<file path="src/rtl/arb2_pkg.sv">
// Shared defaults and output-register state encoding for the two-input round-robin arbiter.
// Latency: none (declarations only). Backpressure: not applicable.
package arb2_pkg;

    localparam int ARB2_DW = 8;

    typedef enum logic {
        ST_EMPTY = 1'b0,
        ST_FULL  = 1'b1
    } arb2_state_t;

endpackage

</file>
<file path="src/rtl/mux2_bus.sv">
// DW-wide 2:1 select feeding the arbiter output register.
// Latency: combinational. Backpressure: none, pure datapath.
module mux2_bus
#(
    parameter int DW = 8
)
(
    input  logic          sel,
    input  logic [DW-1:0] in0,
    input  logic [DW-1:0] in1,
    output logic [DW-1:0] y
);

    assign y = sel ? in1 : in0;

endmodule

</file>
<file path="src/rtl/arb2_rr.sv">
// Two-requester round-robin arbiter into a one-entry registered output; ARB2_LOCK_EN adds packet lock via i_last0/i_last1.
// Latency: one cycle from grant to o_valid; sustains one beat per cycle when i_ready stays high.
// Backpressure: o_ready0/o_ready1 drop while the held beat is stalled by i_ready=0.
module arb2_rr
    import arb2_pkg::*;
#(
    parameter int DW = ARB2_DW
)
(
    input  logic          i_clk,
    input  logic          i_rstn,
    input  logic          i_valid0,
    input  logic [DW-1:0] i_data0,
    input  logic          i_valid1,
    input  logic [DW-1:0] i_data1,
    output logic          o_ready0,
    output logic          o_ready1,
    output logic          o_valid,
    output logic [DW-1:0] o_data,
    output logic          o_sel,
    input  logic          i_ready
`ifdef ARB2_LOCK_EN
    ,
    input  logic          i_last0,
    input  logic          i_last1
`endif
);

    arb2_state_t   state_q;
    arb2_state_t   state_nxt;
    logic          prio_q;
    logic          load;
    logic          grant0;
    logic          grant1;
    logic          accept;
    logic [DW-1:0] mux_y;

`ifdef ARB2_LOCK_EN
    logic lock_q;
    logic owner_q;
    logic last_sel;

    // While locked only the owner may be granted, even if it is idle.
    always_comb begin
        grant0 = 1'b0;
        grant1 = 1'b0;
        if (lock_q) begin
            grant0 = !owner_q && i_valid0;
            grant1 = owner_q && i_valid1;
        end else begin
            grant0 = i_valid0 && (!i_valid1 || !prio_q);
            grant1 = i_valid1 && (!i_valid0 || prio_q);
        end
    end

    assign last_sel = grant1 ? i_last1 : i_last0;
`else
    always_comb begin
        grant0 = i_valid0 && (!i_valid1 || !prio_q);
        grant1 = i_valid1 && (!i_valid0 || prio_q);
    end
`endif

    assign load     = !o_valid || i_ready;
    assign o_ready0 = load && grant0;
    assign o_ready1 = load && grant1;
    assign accept   = o_ready0 || o_ready1;

    mux2_bus #(.DW(DW)) u_mux (
        .sel (grant1),
        .in0 (i_data0),
        .in1 (i_data1),
        .y   (mux_y)
    );

    always_ff @(posedge i_clk) begin
        if (!i_rstn) begin
            state_q <= ST_EMPTY;
        end else begin
            state_q <= state_nxt;
        end
    end

    // A new grant refills the register in the same cycle the old beat leaves.
    always_comb begin
        state_nxt = state_q;
        if (accept) begin
            state_nxt = ST_FULL;
        end else if (load) begin
            state_nxt = ST_EMPTY;
        end
    end

    always_comb begin
        o_valid = (state_q == ST_FULL);
    end

    always_ff @(posedge i_clk) begin
        if (!i_rstn) begin
            o_data <= '0;
            o_sel  <= 1'b0;
            prio_q <= 1'b0;
`ifdef ARB2_LOCK_EN
            lock_q  <= 1'b0;
            owner_q <= 1'b0;
`endif
        end else if (accept) begin
            o_data <= mux_y;
            o_sel  <= grant1;
`ifdef ARB2_LOCK_EN
            if (last_sel) begin
                lock_q <= 1'b0;
                prio_q <= grant0;
            end else begin
                lock_q  <= 1'b1;
                owner_q <= grant1;
            end
`else
            prio_q <= grant0;
`endif
        end
    end

endmodule

</file>
<file path="config.mk">
export PLATFORM = sky130hd
export DESIGN_NAME = arb2_rr
export DESIGN_NICKNAME = d
export VERILOG_FILES = /design/src/rtl/arb2_pkg.sv /design/src/rtl/mux2_bus.sv /design/src/rtl/arb2_rr.sv
export SDC_FILE = /design/constraint.sdc
export NUM_CORES = 1
export LEC_CHECK = 0
export CORE_MARGIN = 2
export CORE_UTILIZATION = 40
export CTS_BUF_LIST = sky130_fd_sc_hd__clkbuf_16
export CTS_CLUSTER_DIAMETER = 40
export CTS_CLUSTER_SIZE = 30
export DETAILED_ROUTE_END_ITERATION = 10
export HOLD_SLACK_MARGIN = 0.1
export PLACE_DENSITY = 0.82
export SETUP_SLACK_MARGIN = 0.4
export SLEW_MARGIN = 20
export SYNTH_ARGS = -nofsm -noshare
export SYNTH_HDL_FRONTEND = slang
export SYNTH_HIERARCHICAL = 1
export SYNTH_SLANG_ARGS = --single-unit
export TNS_END_PERCENT = 5
</file>
<file path="constraint.sdc">
create_clock -name i_clk -period 3 [get_ports i_clk]
set_input_delay 0.75 -clock i_clk [delete_from_list [all_inputs] [get_ports i_clk]]
set_output_delay 0.75 -clock i_clk [all_outputs]
set_load 0.01 [all_outputs]
</file>
# ---- Yosys cells after proc, flatten, opt, wreduce, memory -nomap -nowiden
# Cells that the tools add are included.
dict set report word_totals {
  ff_bits 11
  inputBits 21
  output_inout_bits 12
}
dict set report op_classes {
  n_mux 3
  n_reduce_logical 13
}
# operator count
set op_table {}
lappend op_table {{2-to-1 mux 8 bit} 1}
lappend op_table {{logical AND 1 bit} 4}
lappend op_table {{zero test 1 bit} 4}
lappend op_table {{logical OR 1 bit} 4}
lappend op_table {{2-to-1 mux 1 bit} 2}
lappend op_table {{nonzero test 2 bit} 1}

# ---- Longest topological paths before layout
dict set report logic_depth {
  ltp_word 6
  depth_mapped 7
}

# ---- Hierarchy
# Netlist, hierarchy kept.
# module n_inst cells_each area_each_um2 seq_area_each_um2
set modules_own_cells {}
lappend modules_own_cells {arb2_rr 1 53 481.7 220.2}
lappend modules_own_cells {mux2_bus 1 9 131.4 0.0}

# ---- Worst setup path before layout
# Ideal clock, no wire load.
dict set report synth_timing {
  path_kind {input -> output}
  from {in i_valid0}
  to {out o_ready1}
  t_arrival_ns 1.135
  required_ns 2.250
  slack_ns 1.115
  stages 3
  path_buffers 0
  path_cell_list {inv_1 > o21ai_0 > nor2_1}
}
dict set report synth_via {
  elab_chain_len 4
}
# item line_no
set synth_rtl {}
lappend synth_rtl {{start: declaration} arb2_rr.sv:12} ;# input logic i_valid0,
lappend synth_rtl {{zero test 1 bit} arb2_rr.sv:60} ;# grant1 = i_valid1 && (!i_valid0 || prio_q);
lappend synth_rtl {{logical OR 1 bit} arb2_rr.sv:60}
lappend synth_rtl {{logical AND 1 bit} arb2_rr.sv:60}
lappend synth_rtl {{logical AND 1 bit} arb2_rr.sv:66} ;# assign o_ready1 = load && grant1;
lappend synth_rtl {{end: declaration} arb2_rr.sv:17} ;# output logic o_ready1,
# Every way passes these cells.

# ---- Worst setup path after layout
# Ends and elaborated chain as after synthesis.

==> reports/summary.txt <==
Hold Crit Endpoint -> o_data[1]
Crit Reg-Reg Startpoint -> prio_q
Core Box Area -> 1470 um2
Worst IR Drop VDD -> 253 uV
DIE AREA -> 1860 um2
Hold crit path type -> reg -> reg
Worst r2r dst -> o_data[4]
Starting density of the core -> 41.7%
Slowest Stage Delay on Critical Path -> 0.51 ns
RSZ-0062 raised after global routing -> true
Seq pwr share -> 31.7%
Slew headroom -> 56.7%
Rows -> 14
Logic pwr share -> 22.7%
GR Overflow Total -> 0
Setup violators final -> 0
WP data required -> 2.25 ns
Crit. End Element -> output pin
H-tree levels -> 1
MaxCap Viol Count -> 0
Post-Route WL -> 1390 um
Critical path class -> in -> out
P per Cell Area -> 512 nW/um2
YS warnings -> 6
Fin crit share -> 86.0%
Outcome -> finished clean
Slew Viols, Final -> 0
Worst-path clk slew -> 0.04 ns
Synth Register Bits -> 11
Reg2Reg Depth -> 6
Max stage delay cell, worst path -> clkdlybuf4s50_1
I/O pins -> 33
Min Tclk post-route -> 2.58 ns
Die Wd -> 43.2 um
CP cell instances -> clkdlybuf4s50_1 > inv_1 > o21ai_1 > nor2_1 > dlygate4sd2_1
WP buf/inv -> 3
Placed cells -> 108
Area grow syn2layout -> 68.0%
Fillers -> 121
ANT nets after route -> 0
Syn_area_per_cell -> 9.89 um2
Diode count -> 0
Port Buffer Count -> 32
GRT Overall Usage -> 15.7%
Vias/cell -> 4.89
Initial DRC count -> 5
Pint -> 412 uW
Vias in the first global route -> 519
Mapped Nets -> 83
WP data arrival -> 1.83 ns
Clock Tree Root -> clkbuf_16
Share of the synthesized area in the top cell type -> 35.9%
Deepest clock path buffer count -> 2
Antenna violations before repair -> 0
Part of the Yosys area used for sequential elements -> 35.9%
Psw -> 115 uW
Fin nets -> 118
Die height -> 43.2 um
Layout cells sized above 1 -> 18.8%
DRC -> 0
Drt first pass iters -> 4
Most common cell in the netlist -> nand2_1
Top_reg_cell synth -> dfxtp_1
Ys async rst share -> 0%
Worst Hold Launch -> o_data[1]
Type of origin of the critical path -> input pin
Via count -> 548
Wire per inst -> 12.4 um
CTS buffer count -> 3
CTS tree -> done
Netlist cell types -> 17
Clock latency on the worst-skew pair -> 0.24 ns
R2R setup slack -> 1.46 ns
Final Hold Slack -> 0.452 ns
Switching Share -> 21.8%
Top cells by area, synth -> dfxtp_1 (36%), mux2_4 (20%), mux2i_1 (13%)
Clock skew -> 0.00280 ns
Crit path max fanout -> 3
Clk sinks -> 11
Pin count of the biggest net entering global routing -> 21
Mapped Cells -> 62
Pleak -> 0.000484 uW
Maximum clock frequency -> 388 MHz
Hold path depth -> 2
Cell area after synthesis -> 613 um2
Final TNS setup -> 0 ns
First-pass GRT wire length -> 2210 um
Finished Layout Cells -> 112
Fin. Hold Viols -> 0
Final HPWL DP -> 1050 um
Family with the most delay on the worst path -> buffers and inverters
Area leader, netlist -> dfxtp_1
Clock power frac -> 45.6%
Number of synthesized flops with an enable pin -> 0
Commonest cells in the netlist -> nand2_1 (19), dfxtp_1 (11), mux2_4 (8), mux2i_1 (8)
Final GP Congestion -> 0.704
Worst slew pin tran -> 0.647 ns
==> state kept, by name (all words and copies together), names as in the netlist <==
register / flops
o_valid: 1
o_data: 8
prio_q: 1
o_sel: 1
==> cell usage in the layout, fill, tap and decap left out, drive strengths merged <==
cell / n
nand2: 19
mux2: 8
and3: 1
mux2i: 8
nor2b: 1
a21boi: 1
clkdlybuf4s50: 28
o22ai: 1
clkbuf: 3
nand2b: 1
o221a: 1
dlygate4sd2: 2
dlymetal6s2s: 2
o21ai: 1
clkinv: 1
nor2: 4
dfxtp: 11
buf: 1
inv: 2
==> metrics by stage <==
step	worst slack [ns]	cell area (um2)	utilization [%]	total power [uW]
after floorplan	1.12	613	-	230
after global placement	0.165	940	63.9	287
after detailed placement	0.129	940	63.9	290
after CTS	0.236	1020	69.6	534
after global routing	0.300	1030	70.0	547
final	0.421	1030	70.0	527
==> worst max-delay path by stage <==
| stage | startpoint | end | slack (ns) | cells past startpoint |
|---|---|---|---|---|
| after floorplan | i_valid0 | o_ready1 | 1.12 | 3 |
| after global placement | i_ready | o_ready0 | 0.17 | 4 |
| after detailed placement | i_ready | o_ready0 | 0.13 | 4 |
| after CTS | i_valid1 | o_ready0 | 0.24 | 4 |
| after global routing | i_valid0 | o_ready1 | 0.30 | 5 |
| final | i_valid0 | o_ready1 | 0.42 | 5 |
==> cell type report <==
cell class / count / area (um2) / share of cell area [%]
Inverter: 2 / 7.51 / 0.729
Tap cell: 16 / 20.0 / 1.94
Clock inverter: 1 / 5.00 / 0.486
Timing Repair Buffer: 33 / 330 / 32.1
Clock buffer: 3 / 75.1 / 7.29
Sequential cell: 11 / 220 / 21.4
Multi-Input combinational cell: 46 / 372 / 36.1
==> power groups by stage <==
| stage | logic (uW) | clock network, uW | registers [uW] |
|---|---|---|---|
| floorplan | 55.6 | 0 | 174 |
| global placement | 118 | 0 | 168 |
| detailed placement | 121 | 0 | 169 |
| CTS | 122 | 245 | 167 |
| global route | 129 | 249 | 168 |
| finish | 120 | 241 | 167 |
==> what timing repair did <==
action,CTS,global route
pin swaps,0,0
resized for setup,4,2
endpoints found under the setup margin,2,2
hold buffers,0,0
buffers inserted,0,0
==> layer usage <==
layer | wire length (um) | track usage [%] | vias to the layer above
met5 | 0 | 0 | -
met4 | 0 | 5.45 | 0
met3 | 107 | 3.40 | 0
met2 | 732 | 27.8 | 19
met1 | 546 | 18.4 | 252
li1 | - | - | 277
==> worst min-delay path, stage by stage, from the launching register on <==
cell     delay (ns)
dfxtp_1        0.30
nand2_1        0.05
mux2i_1        0.05
==> cell families (layout without fill, tap and decap cells) <==
| logic type | Yosys count | in the layout | share of synthesized area (%) |
|---|---|---|---|
| buf+inv | 5 | 39 | 4.69 |
| compound gates | 4 | 4 | 4.90 |
| mux | 16 | 16 | 32.7 |
| simple gates | 26 | 26 | 21.8 |
| flops | 11 | 11 | 35.9 |
No activity file was read; power rests on OpenSTA's default activity.
